<file path="src/rtl/pgm_video_timing.sv">
// -----------------------------------------------------------------------------
// pgm_video_timing
//   Parametrised raster timing generator for the PGM video path. It advances a
//   pixel/line counter pair on every clock where ce_pix_i is high. It also
//   produces sync, blanking and display-enable levels, a line-prefetch request
//   for the sprite/tile line buffers, a vblank interrupt pulse for the 68k and
//   a completed-frame counter.
//
// Ports
//   clk_vid_i      in   1      video clock, all logic on the rising edge
//   reset_i        in   1      synchronous, active-high reset
//   ce_pix_i       in   1      pixel enable; timing advances only when high
//   h_cnt_o        out  CNT_W  current pixel column, 0..H_TOTAL-1
//   v_cnt_o        out  CNT_W  current line, 0..V_TOTAL-1
//   hs_o / vs_o    out  1      horizontal / vertical sync at configured polarity
//   hblank_o       out  1      h_cnt >= H_ACTIVE
//   vblank_o       out  1      v_cnt >= V_ACTIVE
//   de_o           out  1      display enable (~hblank & ~vblank)
//   line_req_o     out  1      one-clock pulse: fetch the next visible line now
//   line_req_v_o   out  CNT_W  line number being requested, held between pulses
//   vblank_irq_o   out  1      one-clock pulse on entry to vblank
//   frame_cnt_o    out  16     frames completed since reset, wrapping
// -----------------------------------------------------------------------------
module pgm_video_timing #(
    parameter int H_ACTIVE  = 640,
    parameter int H_FP      = 16,
    parameter int H_SYNC    = 96,
    parameter int H_BP      = 48,
    parameter int V_ACTIVE  = 480,
    parameter int V_FP      = 10,
    parameter int V_SYNC    = 2,
    parameter int V_BP      = 33,
    parameter bit HS_POL    = 1'b0,
    parameter bit VS_POL    = 1'b0,
    parameter int LOOKAHEAD = 64,
    parameter int CNT_W     = 11
) (
    input  logic             clk_vid_i,
    input  logic             reset_i,
    input  logic             ce_pix_i,
    output logic [CNT_W-1:0] h_cnt_o,
    output logic [CNT_W-1:0] v_cnt_o,
    output logic             hs_o,
    output logic             vs_o,
    output logic             hblank_o,
    output logic             vblank_o,
    output logic             de_o,
    output logic             line_req_o,
    output logic [CNT_W-1:0] line_req_v_o,
    output logic             vblank_irq_o,
    output logic [15:0]      frame_cnt_o
);

    localparam int H_TOTAL = H_ACTIVE + H_FP + H_SYNC + H_BP;
    localparam int V_TOTAL = V_ACTIVE + V_FP + V_SYNC + V_BP;

    localparam logic [CNT_W-1:0] H_LAST   = CNT_W'(H_TOTAL - 1);
    localparam logic [CNT_W-1:0] V_LAST   = CNT_W'(V_TOTAL - 1);
    localparam logic [CNT_W-1:0] H_ACT    = CNT_W'(H_ACTIVE);
    localparam logic [CNT_W-1:0] V_ACT    = CNT_W'(V_ACTIVE);
    localparam logic [CNT_W-1:0] H_SYNC_S = CNT_W'(H_ACTIVE + H_FP);
    localparam logic [CNT_W-1:0] H_SYNC_E = CNT_W'(H_ACTIVE + H_FP + H_SYNC);
    localparam logic [CNT_W-1:0] V_SYNC_S = CNT_W'(V_ACTIVE + V_FP);
    localparam logic [CNT_W-1:0] V_SYNC_E = CNT_W'(V_ACTIVE + V_FP + V_SYNC);
    localparam logic [CNT_W-1:0] H_REQ    = CNT_W'(H_TOTAL - LOOKAHEAD);
    localparam logic [CNT_W-1:0] ONE      = CNT_W'(1);
    localparam logic [CNT_W-1:0] ZERO     = {CNT_W{1'b0}};

    // Reject configurations the counters or the prefetch window cannot represent.
    if (H_ACTIVE < 1 || V_ACTIVE < 1) begin : g_bad_active
        $error("pgm_video_timing: H_ACTIVE and V_ACTIVE must be at least 1");
    end
    if (LOOKAHEAD < 1 || LOOKAHEAD > H_FP + H_SYNC + H_BP) begin : g_bad_lookahead
        $error("pgm_video_timing: LOOKAHEAD must lie in 1..H_FP+H_SYNC+H_BP");
    end
    if (CNT_W < 2 || CNT_W > 30 || H_TOTAL > (1 << CNT_W) || V_TOTAL > (1 << CNT_W)) begin : g_bad_width
        $error("pgm_video_timing: CNT_W too narrow for H_TOTAL-1 / V_TOTAL-1");
    end

    logic [CNT_W-1:0] h_q, h_d, v_q, v_d, nv_s;
    logic [CNT_W-1:0] line_req_v_q, line_req_v_d;
    logic             hs_q, hs_d, vs_q, vs_d;
    logic             hblank_q, hblank_d, vblank_q, vblank_d, de_q, de_d;
    logic             line_req_q, line_req_d, irq_q, irq_d;
    logic [15:0]      frame_cnt_q, frame_cnt_d;
    // Set by reset; suppresses the frame count on the step out of the reset position.
    logic             first_q, first_d;

    // Line that follows the one the counters are about to sit on.
    assign nv_s = (v_d == V_LAST) ? ZERO : v_d + ONE;

    // Next counter position, pulses and frame count for this clock.
    always_comb begin
        h_d          = h_q;
        v_d          = v_q;
        first_d      = first_q;
        frame_cnt_d  = frame_cnt_q;
        line_req_d   = 1'b0;
        line_req_v_d = line_req_v_q;
        irq_d        = 1'b0;
        if (ce_pix_i) begin
            first_d = 1'b0;
            if (h_q == H_LAST) begin
                h_d = ZERO;
                v_d = (v_q == V_LAST) ? ZERO : v_q + ONE;
            end else begin
                h_d = h_q + ONE;
                v_d = v_q;
            end
            if (h_q == H_LAST && v_q == V_LAST && !first_q) begin
                frame_cnt_d = frame_cnt_q + 16'd1;
            end else begin
                frame_cnt_d = frame_cnt_q;
            end
            // Prefetch only when the following line is a visible one.
            if (h_d == H_REQ && nv_s < V_ACT) begin
                line_req_d   = 1'b1;
                line_req_v_d = nv_s;
            end else begin
                line_req_d   = 1'b0;
                line_req_v_d = line_req_v_q;
            end
            irq_d = (h_d == ZERO) && (v_d == V_ACT);
        end else begin
            line_req_d = 1'b0;
            irq_d      = 1'b0;
        end
    end

    // Levels are decoded from the next count so they register alongside it.
    always_comb begin
        hs_d     = (h_d >= H_SYNC_S && h_d < H_SYNC_E) ? HS_POL : ~HS_POL;
        vs_d     = (v_d >= V_SYNC_S && v_d < V_SYNC_E) ? VS_POL : ~VS_POL;
        hblank_d = (h_d >= H_ACT);
        vblank_d = (v_d >= V_ACT);
        de_d     = ~hblank_d & ~vblank_d;
    end

    // State and output registers with synchronous reset to the last raster position.
    always_ff @(posedge clk_vid_i) begin
        if (reset_i) begin
            h_q          <= H_LAST;
            v_q          <= V_LAST;
            hs_q         <= ~HS_POL;
            vs_q         <= ~VS_POL;
            hblank_q     <= 1'b1;
            vblank_q     <= 1'b1;
            de_q         <= 1'b0;
            line_req_q   <= 1'b0;
            line_req_v_q <= ZERO;
            irq_q        <= 1'b0;
            frame_cnt_q  <= 16'd0;
            first_q      <= 1'b1;
        end else begin
            h_q          <= h_d;
            v_q          <= v_d;
            hs_q         <= hs_d;
            vs_q         <= vs_d;
            hblank_q     <= hblank_d;
            vblank_q     <= vblank_d;
            de_q         <= de_d;
            line_req_q   <= line_req_d;
            line_req_v_q <= line_req_v_d;
            irq_q        <= irq_d;
            frame_cnt_q  <= frame_cnt_d;
            first_q      <= first_d;
        end
    end

    assign h_cnt_o      = h_q;
    assign v_cnt_o      = v_q;
    assign hs_o         = hs_q;
    assign vs_o         = vs_q;
    assign hblank_o     = hblank_q;
    assign vblank_o     = vblank_q;
    assign de_o         = de_q;
    assign line_req_o   = line_req_q;
    assign line_req_v_o = line_req_v_q;
    assign vblank_irq_o = irq_q;
    assign frame_cnt_o  = frame_cnt_q;

endmodule
</file>
<file path="config.mk">
export PLATFORM = sky130hd
export DESIGN_NAME = pgm_video_timing
export DESIGN_NICKNAME = d
export VERILOG_FILES = /design/src/rtl/pgm_video_timing.sv
export SDC_FILE = /design/constraint.sdc
export NUM_CORES = 1
export LEC_CHECK = 0
export BUFFER_PORTS_ARGS = -buffer_cell sky130_fd_sc_hd__buf_4
export CORE_ASPECT_RATIO = 0.75
export CORE_MARGIN = 3
export CORE_UTILIZATION = 60
export CTS_BUF_LIST = sky130_fd_sc_hd__clkbuf_4
export CTS_CLUSTER_SIZE = 20
export DETAILED_ROUTE_END_ITERATION = 7
export PLACE_DENSITY = 0.84
export SETUP_SLACK_MARGIN = 0.1
export SLEW_MARGIN = 20
export SYNTH_ARGS = -nofsm -noshare
export SYNTH_HDL_FRONTEND = slang
export SYNTH_SLANG_ARGS = --single-unit
</file>
<file path="constraint.sdc">
create_clock -name clk_vid_i -period 10.27 [get_ports clk_vid_i]
set_clock_uncertainty 0.2 [all_clocks]
set_input_delay 2.054 -clock clk_vid_i [delete_from_list [all_inputs] [get_ports clk_vid_i]]
set_output_delay 2.054 -clock clk_vid_i [all_outputs]
set_load 0.02 [all_outputs]
</file>
=== Word level (Yosys, flattened, before mapping) ===
Index checks and enable logic that the tools add are counted.

* Bits in registers: 57
* Bits in latches: 0
* Bits in writable memories: 0
* Memory bits (read-only): 0
* Input bits: 3
* Output and inout port bits: 56
* Memories: 0

* $add $sub $neg: 4
* $mul: 0
* Divide/modulo/power cells: 0
* Order comparisons: 7
* Equal/unequal tests: 5
* Shifts and indexed selects: 0
* Mux-type cells: 11
* Bitwise operators: 4
* Reduce and logical (&&, ||, !) cells: 11

{| class="wikitable"
|+ Operators by type and width
! kind !! count
|-
| $mux 11 || 8
|-
| $eq 11x10->1 const B || 4
|-
| $add 11x1->11 const B || 3
|-
| $ge 11x10->1 const B || 2
|-
| $ge 11x9->1 const B || 2
|-
| $lt 11x9->1 const B || 2
|-
| $add 16x1->16 const B || 1
|-
| $eq 11x9->1 const B || 1
|-
| $logic_not 11->1 || 1
|-
| $lt 11x10->1 const B || 1
|-
| $logic_and 1x1->1 || 6
|-
| $reduce_and 2->1 || 2
|-
| $mux 1 || 3
|-
| $not 1->1 || 3
|-
| $reduce_or 2->1 || 1
|-
| $and 1x1->1 || 1
|-
| $logic_not 1->1 || 1
|}

=== Logic depth before layout (Yosys ltp) ===
Gate-level depths: netlist of the first run.

* Depth in word-level cells: 10
* Mapped depth: 15
* Depth with buffers taken out: 14

=== Worst setup path after synthesis of the first run ===
OpenSTA, ideal clock, no wires.

* Path type: input -> register
* Start point: input port ce_pix_i
* End point: register line_req_v_q[3] (netlist: line_req_v_o[3])
* Arrival: 4.452 ns
* Required time: 9.949 ns
* Setup slack: 5.497 ns
* Stages on the path: 13
* Path through: and4_1 nand4_4 nor3_1 a21oi_1 inv_1 ha_1 o21ai_2 or3_4 o22a_1 a2111o_1 nand3_2 buf_6 mux2_4

* Cells in the longest elaborated chain, start to end: 6
* Elaborated cells on any way between the ends: 7
* Classes of those cells: add/sub: 1; order compare: 1; eq/ne: 1; mux: 2; reduce/logical: 2

{| class="wikitable"
|+ Ends and longest elaborated chain
! element !! line !! source
|-
| start, declared || 40 || <nowiki>input logic ce_pix_i,</nowiki>
|-
| $mux 11 (*) || 101 || <nowiki>if (ce_pix_i) begin</nowiki>
|-
| net v_d[0] || 80 || <nowiki>logic [CNT_W-1:0] h_q, h_d, v_q, v_d, nv_s;</nowiki>
|-
| $add 11x1->11 or $eq 11x10->1 (tied branches) || 90 || <nowiki>assign nv_s = (v_d == V_LAST) ? ZERO : v_d + ONE;</nowiki>
|-
| $mux 11 (*) || 90 ||
|-
| $lt 11x9->1 || 116 || <nowiki>if (h_d == H_REQ && nv_s < V_ACT) begin</nowiki>
|-
| $logic_and 1x1->1 || 116 ||
|-
| $reduce_and 2->1 (no source line) || - ||
|-
| end signal, assigned || 163 || <nowiki>line_req_v_q <= line_req_v_d;</nowiki>
|-
| end, declared || 81 || <nowiki>logic [CNT_W-1:0] line_req_v_q, line_req_v_d;</nowiki>
|}

The timed path passes the listed nets; every way through them passes the cells marked *.
A chain may end at the register's enable or synchronous reset.

=== Final worst setup path of the first run ===
* Start point: input port ce_pix_i
* End point: register line_req_v_q[6] (netlist: line_req_v_o[6])

* Cells in the longest elaborated chain, start to end: 6
* Elaborated cells on any way between the ends: 7
* Classes of those cells: add/sub: 1; order compare: 1; eq/ne: 1; mux: 2; reduce/logical: 2

{| class="wikitable"
|+ Ends and longest elaborated chain
! element !! line
|-
| $mux 11 || 101
|-
| $add 11x1->11 or $eq 11x10->1 (tied branches) || 90
|-
| $mux 11 || 90
|-
| $lt 11x9->1 || 116
|-
| $logic_and 1x1->1 || 116
|-
| $reduce_and 2->1 (no source line) || -
|}

Several ways; a longest one is shown, not always the timed one.

==> flow_metrics.py, run 1 <==
metrics = {
    "status": {
        "status": "complete, no violations",
    },
    "detailed_routing": {
        "wirelength_um": 9440,
        "num_vias": 3448,
        "ant_nets": 0,
        "avgRoutedWirePerCell_um": 16.74,
        "dr.pass1.iters": 5,
        "vias_per_cell": 6.113,
        "drc": 0,
        "drt_iter0_drc": 471,
    },
    "timing": {
        "setup_violations": 0,
        "worst_pin_slew_ns": 1.003,
        "max_freq_mhz": 186.3,
        "rsz0062_at_grt": "no",
        "maxSlewViolCount": 0,
        "timing.final.crit_share": 0.5228,
        "relSlewSlack": 0.3143,
        "finalHoldViolations": 0,
        "finalCriticalPeriod_ns": 5.369,
        "fin_tns_setup_ns": 0,
    },
    "synth": {
        "synth_commonest_cells": "dfxtp_1 (57), nor2_1 (53), nand2_1 (31)",
        "yosys.area.top_type": "dfxtp_1",
        "synth_fp_nets": 449,
        "synth_area_leaders": "dfxtp_1 (31%), nor2_1 (5.4%), xor2_1 (5.0%), nand3_1 (3.5%), nand2_1 (3.1%)",
        "yosysMostFrequentCell": "dfxtp_1",
        "synth-seq-cells": 57,
        "synth-seq-area-share": 0.3087,
        "synth_cells": 439,
        "yosysWarnings": 0,
        "synth_area_um2": 3696,
        "synth.distinct_cells": 79,
        "synthArstFlopShare": 0,
        "synth-edff-count": 0,
        "ys.flop_type": "dfxtp_1",
        "synth_top_area_share": 0.3087,
        "syn_area_per_cell_um2": 8.419,
    },
    "cts": {
        "postCtsSetupBuffers": 0,
        "insertion_delay_ns": 0.42,
        "cts_buffer_depth": 2,
        "cts_resized": 0,
        "cts_buffers": 9,
        "tritoncts": "built",
        "ctsRootBufferMaster": "clkbuf_4",
        "path_clk_slew_ns": 0.10,
        "hold_buffers": 0,
        "clock_sinks": 57,
        "htree_num_levels": 3,
    },
    "setup_path": {
        "r2r_cells": 10,
        "rr_endpoint": "line_req_v_o[6]$_SDFFE_PP0P_",
        "cp-end-kind": "flop",
        "cp-start-kind": "primary input",
        "critPathMaxFanout": 20,
        "startpoint": "ce_pix_i",
        "reg2reg_slack_ns": 5.94,
        "crit_arrival_ns": 5.48,
        "critPathKind": "in -> reg",
        "r2r-start": "h_cnt_o[4]$_SDFF_PP1_",
        "crit_required_ns": 10.38,
        "cp-endpoint": "line_req_v_o[6]$_SDFFE_PP0P_",
    },
    "pwr": {
        "p_leak_uw": 0.001751,
        "peakVddDrop_uv": 85.08,
        "p_per_area_nw_per_um2": 133.9,
    },
    "grt": {
        "grt_pass1_vias": 3036,
        "grt_max_degree": 61,
        "grt_first_pass_wirelength_um": 15150,
        "overflow": 0,
        "track_usage": 0.2648,
        "antenna_found_initial": 0,
    },
    "die": {
        "num_rows": 24,
        "die_area_um2": 7147,
        "coreArea_um2": 5886,
        "io_pins": 59,
        "start_util": 0.6280,
        "dieHeight_um": 73.97,
        "die_w_um": 96.63,
    },
    "finish": {
        "diodes": 0,
        "final_nets": 491,
        "area_delta_synth_final_pct": 12.86,
        "drive_above_1_share": 0.2449,
        "fin_area_um2": 4172,
        "finalNonFillerCells": 564,
        "multi_input_area_um2": 2311,
        "fill_cells": 498,
        "seq_area_um2": 1141,
        "final_core_util": 0.7088,
    },
    "place": {
        "dpl_cell_area_um2": 4034,
        "dp_hpwl_um": 6852,
        "dpl.cell_count": 548,
        "port_buffers": 58,
        "gp_congestion": 0.9561,
    },
    "worst_hold_path": {
        "hold_path_class": "reg -> reg",
        "whs_path_depth": 2,
    },
    "job": {
        "cap_violations": 0,
    },
}
metrics by stage:
stage | worst slack (ns) | hold slack, ns | total power, uW
after global placement | 4.668 | 0.2483 | 390.0
after CTS | 4.969 | 0.2640 | 558.3
after global routing | 4.619 | 0.2789 | 587.4
final | 4.901 | 0.2602 | 558.4
after detailed placement | 4.531 | 0.2482 | 392.1
after floorplan | 5.497 | 0.2472 | 362.8
cell type report:
cell class,instances,share of cell area
flip-flops and latches,57,0.2735
inverters,11,0.009898
well taps,78,0.02340
clock buffers,9,0.01620
repair buffers,59,0.1062
clock inverters,7,0.01680
multi-input cells,343,0.5540
state kept, by name, indices dropped and copies added, names as in the netlist:
signal,count
hs_o,1
vblank_irq_o,1
vs_o,1
line_req_o,1
v_cnt_o,11
hblank_o,1
first_q,1
frame_cnt_o,16
h_cnt_o,11
de_o,1
line_req_v_o,11
vblank_o,1
worst max-delay path, stage by stage:
cell and delay [ns]:
buf_4 0.22, and4_1 0.51, nand4_4 0.21, a22oi_1 0.39, ha_1 0.22, o21ai_0 0.08
a211oi_1 0.22, nand3_1 0.12, nor4b_2 0.54, nand3b_1 0.22, nand3_2 0.29, mux2_4 0.40
worst min path at each step:
stage                                      start                      endpoint
floorplan                   first_q$_SDFFE_PP1P_          first_q$_SDFFE_PP1P_
global placement    line_req_v_o[8]$_SDFFE_PP0P_  line_req_v_o[8]$_SDFFE_PP0P_
detailed placement  line_req_v_o[8]$_SDFFE_PP0P_  line_req_v_o[8]$_SDFFE_PP0P_
CTS                 line_req_v_o[8]$_SDFFE_PP0P_  line_req_v_o[8]$_SDFFE_PP0P_
global route        line_req_v_o[8]$_SDFFE_PP0P_  line_req_v_o[8]$_SDFFE_PP0P_
finish              line_req_v_o[8]$_SDFFE_PP0P_  line_req_v_o[8]$_SDFFE_PP0P_
report_power, final:
group | switching, uW | leakage, uW | internal, uW
logic | 92.1 | 0.00122 | 53.6
clock network | 93.9 | 0.0000660 | 73.5
registers | 16.4 | 0.000462 | 229
total | 202 | 0.00175 | 356
logic make-up (layout without fill, tap and decap cells):
group / Yosys count / count (layout) / synth area share
simple gates: 209 / 209 / 0.3311
compound gates: 84 / 84 / 0.1574
flops: 57 / 57 / 0.3087
buf+inv: 39 / 86 / 0.06601
xor+xnor: 31 / 31 / 0.07346
mux: 12 / 12 / 0.03961
fa+ha+maj: 7 / 7 / 0.02370
layer usage:
layer / track usage / routed length, um / up-vias
li1: - / - / 1663
met1: 0.3635 / 4156 / 1606
met2: 0.4037 / 4198 / 171
met3: 0.08247 / 1005 / 8
met4: 0.08255 / 80 / 0
met5: 0 / 0 / -
cells in the final DEF, fill, tap and decap left out, drive strengths merged, types with 5 or more instances in the layout:
cell type | synthesis | routed
a21o | 5 | 5
a21oi | 21 | 21
and3 | 9 | 9
and4 | 6 | 6
buf | 12 | 59
clkbuf | 15 | 9
dfxtp | 57 | 57
ha | 7 | 7
inv | 11 | 12
mux2 | 6 | 6
mux2i | 6 | 6
nand2 | 31 | 31
nand2b | 6 | 6
nand3 | 28 | 28
nand4 | 10 | 10
nor2 | 54 | 54
nor3 | 16 | 16
nor4 | 6 | 6
o21ai | 16 | 16
or2 | 6 | 6
or3 | 11 | 11
xnor2 | 10 | 10
xor2 | 21 | 21
No activity file was read; power rests on OpenSTA's default activity.
==> run 2: changes to the inputs <==
--- a/config.mk
+++ b/config.mk
@@ -8,11 +8,11 @@
 export BUFFER_PORTS_ARGS = -buffer_cell sky130_fd_sc_hd__buf_4
 export CORE_ASPECT_RATIO = 0.75
 export CORE_MARGIN = 3
-export CORE_UTILIZATION = 60
+export CORE_UTILIZATION = 53
 export CTS_BUF_LIST = sky130_fd_sc_hd__clkbuf_4
 export CTS_CLUSTER_SIZE = 20
 export DETAILED_ROUTE_END_ITERATION = 7
-export PLACE_DENSITY = 0.84
+export PLACE_DENSITY = 0.78
 export SETUP_SLACK_MARGIN = 0.1
 export SLEW_MARGIN = 20
 export SYNTH_ARGS = -nofsm -noshare
==> constraint.sdc (replaced) <==
create_clock -name clk_vid_i -period 4.78 [get_ports clk_vid_i]
set_clock_uncertainty 0.2 [all_clocks]
set_input_delay 0.956 -clock clk_vid_i [delete_from_list [all_inputs] [get_ports clk_vid_i]]
set_output_delay 0.956 -clock clk_vid_i [all_outputs]
set_load 0.02 [all_outputs]
==> run 2 against run 1 <==
  * Cell count rose by 0.35%
  * Highest routed layer unchanged
  * Flip-flop and latch count did not move
  * Combinational power rose by 120%
  * Wire length fell by 3.0%
  * Die area rose by 12%
  * Sequential power rose by 110%
  * Via count fell by 1.2%
  * First-iteration DRC count fell by 41%
  * Utilization fell by 7.2 points
  * Critical path depth rose by 1
  * Critical path type unchanged
==> flow_metrics.py, run 2 (synthesis gave the netlist of run 1 again) <==
metrics = {
    "grt": {
        "antenna_found_initial": 0,
        "busiest_layer": "met1",
        "use_met1": 0.3487,
        "grt_first_pass_wirelength_um": 15230,
        "grtUsageMet2": 0.3357,
        "track_usage": 0.2374,
        "overflow": 0,
        "grt_max_degree": 61,
        "use_met3": 0.05950,
        "grt_pass1_vias": 3096,
    },
    "timing": {
        "setup_violations": 0,
        "worst_pin_slew_ns": 0.5761,
        "rsz0062_at_grt": "no",
        "timing.final.crit_share": 0.8729,
        "finalHoldViolations": 0,
        "max_freq_mhz": 239.7,
        "maxSlewViolCount": 0,
        "relSlewSlack": 0.6060,
        "finalCriticalPeriod_ns": 4.172,
        "fin_tns_setup_ns": 0,
    },
    "job": {
        "cap_violations": 0,
    },
    "cts": {
        "clock_sinks": 57,
        "htree_num_levels": 3,
        "insertion_delay_ns": 0.40,
        "hold_buffers": 0,
        "cts_buffers": 9,
        "path_clk_slew_ns": 0.10,
        "ctsRootBufferMaster": "clkbuf_4",
        "cts_buffer_depth": 2,
        "cts_resized": 0,
        "postCtsSetupBuffers": 0,
        "tritoncts": "built",
    },
    "die": {
        "die_area_um2": 8022,
        "coreArea_um2": 6538,
        "io_pins": 59,
        "die_w_um": 102.4,
        "start_util": 0.5654,
        "num_rows": 25,
        "dieHeight_um": 78.32,
    },
    "pwr": {
        "p_leak_uw": 0.001760,
        "p_per_area_nw_per_um2": 281.9,
        "peakVddDrop_uv": 182.4,
        "p_sw_frac": 0.3510,
        "seqPwrFrac": 0.448,
        "p_sw_uw": 411.8,
        "p_clk_frac": 0.278,
        "p_int_uw": 761.5,
        "power_frac_comb": 0.274,
    },
    "detailed_routing": {
        "vias_per_cell": 6.019,
        "dr.pass1.iters": 5,
        "ant_nets": 0,
        "wirelength_um": 9154,
        "drc": 0,
        "drt_iter0_drc": 280,
        "avgRoutedWirePerCell_um": 16.17,
        "num_vias": 3407,
    },
    "finish": {
        "finalNonFillerCells": 566,
        "final_nets": 492,
        "area_delta_synth_final_pct": 12.59,
        "diodes": 0,
        "most-common-layout-cells": "buf_4 (60), dfxtp_1 (57), nor2_1 (53), nand2_1 (31), nand3_1 (26)",
        "fill_cells": 584,
        "largest_reg_flops": 16,
        "layout.cells.most_common": "buf_4",
        "drive_above_1_share": 0.2433,
    },
    "setup_path": {
        "startpoint": "ce_pix_i",
        "critPathKind": "in -> reg",
        "r2r-start": "h_cnt_o[4]$_SDFF_PP1_",
        "cp-start-kind": "primary input",
        "crit_required_ns": 4.88,
        "critPathMaxFanout": 20,
        "cp-end-kind": "flop",
        "r2r_cells": 9,
        "crit_arrival_ns": 4.27,
    },
    "place": {
        "dp_hpwl_um": 6507,
        "port_buffers": 58,
        "gp_congestion": 0.9827,
        "dpl.cell_count": 552,
    },
    "worst_hold_path": {
        "hold_path_class": "reg -> reg",
        "whs_path_depth": 2,
        "min-delay-start": "line_req_v_o[8]$_SDFFE_PP0P_",
    },
    "status": {
        "status": "complete, no violations",
    },
}
## run 2: cell count changes in the layout (fill, tap and decap cells not counted)
cell,delta
clkinvlp_4,-3
clkinv_2,+2
buf_4,+1
inv_6,-1
## run 2: power by group through the flow
stage                     clock network, uW  logic (uW)  registers [uW]
final                                   327         322             525
after global routing                    363         350             529
after CTS                               337         315             524
after global placement                    0         311             535
after floorplan                           0         243             537
after detailed placement                  0         312             535
## run 2: per-stage QoR
step	worst slack [ns]	util	total power [uW]	hold slack, ns	instance area (um2)
floorplan	1.105	-	779.6	0.2472	3696
global placement	0.3994	0.6188	845.9	0.2485	4045
detailed placement	0.2464	0.6188	847.3	0.2601	4045
CTS	0.6812	0.6366	1176	0.2836	4161
global route	0.3555	0.6366	1243	0.3180	4161
finish	0.6075	0.6366	1173	0.2751	4161
## run 2: area by class of cell
cell class | instances | area (um2) | share of cell area
Clock inverter | 5 | 48.80 | 0.01173
Sequential cell | 57 | 1141 | 0.2742
Tap cell | 81 | 101.3 | 0.02435
Timing Repair Buffer | 60 | 450.4 | 0.1082
Inverter | 11 | 41.29 | 0.009922
Multi-Input combinational cell | 343 | 2311 | 0.5553
Clock buffer | 9 | 67.56 | 0.01624
## run 2: path summary, 6_finish.rpt
kind	to	slack (ns)
worst max register to register	line_req_v_o[5]$_SDFFE_PP0P_	0.63
worst min register to register	line_req_v_o[8]$_SDFFE_PP0P_	0.28
worst max-delay path	line_req_v_o[0]$_SDFFE_PP0P_	0.61
worst min-delay path	line_req_v_o[8]$_SDFFE_PP0P_	0.28
## run 2: layer usage
metal | share of wire | vias up
li1 | - | 1664
met3 | 0.080 | 15
met2 | 0.42 | 138
met1 | 0.48 | 1590
met5 | 0 | -
met4 | 0.014 | 0
## run 2: worst max-delay path: stages
cell and delay [ns]:
buf_4 0.22, and4_1 0.51, nand4_4 0.22, nor2_1 0.20
a22oi_1 0.15, inv_1 0.13, ha_1 0.19, o21ai_2 0.10
or3_4 0.35, o22a_1 0.20, a2111o_1 0.40, nand3_2 0.26
mux2_2 0.37
==> run 3: changes to the inputs <==
--- a/config.mk
+++ b/config.mk
@@ -5,14 +5,15 @@
 export SDC_FILE = /design/constraint.sdc
 export NUM_CORES = 1
 export LEC_CHECK = 0
+export ABC_AREA = 1
 export BUFFER_PORTS_ARGS = -buffer_cell sky130_fd_sc_hd__buf_4
 export CORE_ASPECT_RATIO = 0.75
 export CORE_MARGIN = 3
-export CORE_UTILIZATION = 53
+export CORE_UTILIZATION = 30
 export CTS_BUF_LIST = sky130_fd_sc_hd__clkbuf_4
 export CTS_CLUSTER_SIZE = 20
 export DETAILED_ROUTE_END_ITERATION = 7
-export PLACE_DENSITY = 0.78
+export RECOVER_POWER = 100
 export SETUP_SLACK_MARGIN = 0.1
 export SLEW_MARGIN = 20
 export SYNTH_ARGS = -nofsm -noshare
==> run 3 against run 2 <==
  * Clock power increased by 23%
  * Wire length increased by 12%
  * Critical path depth increased by 7
  * Sequential power about the same
  * Power increased by 6.3%
  * Largest cell class unchanged
  * Critical endpoint is now line_req_v_o[2]$_SDFFE_PP0P_
  * Register-to-register slack improved by 0.38 ns
==> flow_metrics.py, run 3 <==
metrics = {
    "status": {
        "status": "complete, no violations",
    },
    "grt": {
        "overflow": 0,
        "grt_pass1_vias": 3503,
        "track_usage": 0.1525,
        "antenna_found_initial": 0,
        "grt_first_pass_wirelength_um": 16590,
        "grt_max_degree": 30,
    },
    "place": {
        "dp_hpwl_um": 7824,
        "dpl.cell_count": 759,
        "port_buffers": 58,
        "gp_congestion": 0.9537,
    },
    "synth": {
        "synth_area_leaders": "dfxtp_1 (32%), nand2_1 (15%), nor2_1 (8.1%), inv_1 (7.5%), nand3_1 (6.7%)",
        "synth_cells": 558,
        "synth_area_um2": 3593,
        "synth-edff-count": 0,
        "synthArstFlopShare": 0,
        "synth_fp_nets": 568,
        "yosysWarnings": 0,
        "synth-seq-area-share": 0.3175,
        "ys.flop_type": "dfxtp_1",
        "synth_top_area_share": 0.3175,
        "yosys.area.top_type": "dfxtp_1",
        "syn_area_per_cell_um2": 6.440,
        "synth_commonest_cells": "nand2_1 (141), nor2_1 (78), inv_1 (72)",
        "synth.distinct_cells": 37,
        "yosysMostFrequentCell": "nand2_1",
        "synth-seq-cells": 57,
    },
    "die": {
        "start_util": 0.3176,
        "dieHeight_um": 100.8,
        "die_area_um2": 13340,
        "die_w_um": 132.4,
        "coreArea_um2": 11310,
        "io_pins": 59,
        "num_rows": 33,
    },
    "worst_hold_path": {
        "hold_path_end": "line_req_v_o[10]$_SDFFE_PP0P_",
        "whs_path_depth": 2,
        "min-delay-start": "line_req_v_o[10]$_SDFFE_PP0P_",
        "hold_path_class": "reg -> reg",
    },
    "detailed_routing": {
        "ant_nets": 0,
        "avgRoutedWirePerCell_um": 13.18,
        "num_vias": 3750,
        "drt_iter0_drc": 248,
        "dr.pass1.iters": 5,
        "vias_per_cell": 4.839,
        "drc": 0,
        "wirelength_um": 10210,
    },
    "setup_path": {
        "crit_top_cell": "nand2_1",
        "worstPathBufferInverterCount": 2,
        "cp-end-kind": "flop",
        "critPathMaxFanout": 12,
        "r2r_cells": 20,
        "rr_endpoint": "line_req_v_o[2]$_SDFFE_PP0P_",
        "crit_required_ns": 4.91,
        "worstPathCellList": "ha_1 > nand2_1 > nor2_1 > nand4_1 > nand2_1 > nand2_1 > nand2_1 > nand2_1 > inv_1 > ha_1 > nand3_1 > nor3_1 > nand2_1 > nand3_1 > nand2_2 > nor2_8 > nand2_4 > inv_2 > nor2_1 > nor2_1",
        "critPathKind": "reg -> reg",
        "crit_arrival_ns": 3.91,
        "cp_slowest_cell": "nand4_1",
        "cp-start-kind": "flop",
        "crit_family": "simple AND/OR/NAND/NOR gates",
        "r2r-start": "h_cnt_o[0]$_SDFF_PP1_",
        "critPathMaxStageDelay_ns": 0.56,
        "reg2reg_slack_ns": 1.01,
    },
    "cts": {
        "cts_buffers": 9,
        "cts_resized": 0,
        "path_clk_slew_ns": 0.10,
        "ctsRootBufferMaster": "clkbuf_4",
        "hold_buffers": 0,
        "insertion_delay_ns": 0.41,
        "clock_sinks": 57,
        "cts_buffer_depth": 2,
        "htree_num_levels": 3,
        "postCtsSetupBuffers": 0,
        "tritoncts": "built",
    },
    "pwr": {
        "peakVddDrop_uv": 143.7,
        "p_per_area_nw_per_um2": 308.2,
        "p_leak_uw": 0.001747,
    },
    "timing": {
        "max_freq_mhz": 265.0,
        "rsz0062_at_grt": "no",
        "timing.final.crit_share": 0.7894,
        "fin_tns_setup_ns": 0,
        "finalCriticalPeriod_ns": 3.774,
        "worst_pin_slew_ns": 1.135,
        "maxSlewViolCount": 0,
        "setup_violations": 0,
        "relSlewSlack": 0.2434,
        "finalHoldViolations": 0,
    },
    "job": {
        "cap_violations": 0,
    },
    "finish": {
        "finalNonFillerCells": 775,
        "seq_area_um2": 1141,
        "diodes": 0,
        "drive_above_1_share": 0.09709,
        "final_nets": 623,
        "fill_cells": 1309,
        "area_delta_synth_final_pct": 12.57,
        "multi_input_area_um2": 2028,
        "largest_reg_flops": 16,
        "layout.cells.most_common": "nand2_1",
        "most-common-layout-cells": "nand2_1 (146), nor2_1 (81), inv_1 (72), clkbuf_1 (58), dfxtp_1 (57)",
    },
}
[run 3: through the flow]
step	hold slack (ns)	total power, uW	util	instance area [um2]	worst slack (ns)
6_report	0.2472	1247	0.3576	4045	1.006
3_5_place_dp	0.2385	875.2	0.3670	4151	1.283
5_1_grt	0.2680	1321	0.3576	4045	0.5039
2_1_floorplan	0.2569	780.3	-	3593	1.842
4_1_cts	0.2522	1281	0.3809	4309	1.428
3_3_place_gp	0.2385	872.9	0.3670	4151	1.350
[run 3: worst register-to-register path, cell delays in order, from the launching register on]
cell,delay [ns]
dfxtp_1,0.45
ha_1,0.26
nand2_1,0.09
nor2_1,0.18
nand4_1,0.56
nand2_1,0.21
nand2_1,0.10
nand2_1,0.07
nand2_1,0.13
inv_1,0.14
ha_1,0.17
nand3_1,0.08
nor3_1,0.18
nand2_1,0.15
nand3_1,0.13
nand2_2,0.09
nor2_8,0.14
nand2_4,0.11
inv_2,0.12
nor2_1,0.05
nor2_1,0.08
[run 3: routing by layer]
metal,wire length [um],vias to the layer above,track usage
li1,-,1889,-
met1,5151,1717,0.2110
met2,4315,135,0.2313
met3,678,9,0.04691
met4,68,0,0.03994
met5,0,-,0
[run 3: worst max-delay path by stage]
stage	startpoint	end	slack, ns	depth (start not counted)
floorplan	h_cnt_o[0]$_SDFF_PP1_	line_req_v_o[5]$_SDFFE_PP0P_	1.84	21
global placement	ce_pix_i	line_req_v_o[1]$_SDFFE_PP0P_	1.35	16
detailed placement	ce_pix_i	line_req_v_o[2]$_SDFFE_PP0P_	1.28	16
CTS	h_cnt_o[0]$_SDFF_PP1_	line_req_v_o[2]$_SDFFE_PP0P_	1.43	20
global route	h_cnt_o[0]$_SDFF_PP1_	line_req_v_o[2]$_SDFFE_PP0P_	0.50	20
finish	h_cnt_o[0]$_SDFF_PP1_	line_req_v_o[2]$_SDFFE_PP0P_	1.01	20
[run 3: layout make-up]
cell class              count  share of cell area
clock inverters             6             0.02041
multi-input cells         407              0.5014
clock buffers              10             0.01856
well taps                 157             0.04856
flip-flops and latches     57              0.2821
inverters                  79             0.07331
repair buffers             59             0.05568
[run 3: cells by family (layout without fill, tap and decap cells)]
| family | Yosys count | after routing | synth area share |
|---|---|---|---|
| compound gates | 45 | 45 | 0.07103 |
| flops | 57 | 57 | 0.3175 |
| buf+inv | 94 | 154 | 0.1052 |
| xor+xnor | 6 | 6 | 0.01462 |
| simple gates | 349 | 349 | 0.4673 |
| fa+ha+maj | 7 | 7 | 0.02437 |
[run 3: power by group]
part	switching [uW]	total (uW)	internal, uW
Combinational	227	317	90.3
Sequential	34.0	527	493
Clock	187	402	215
Total	448	1250	799
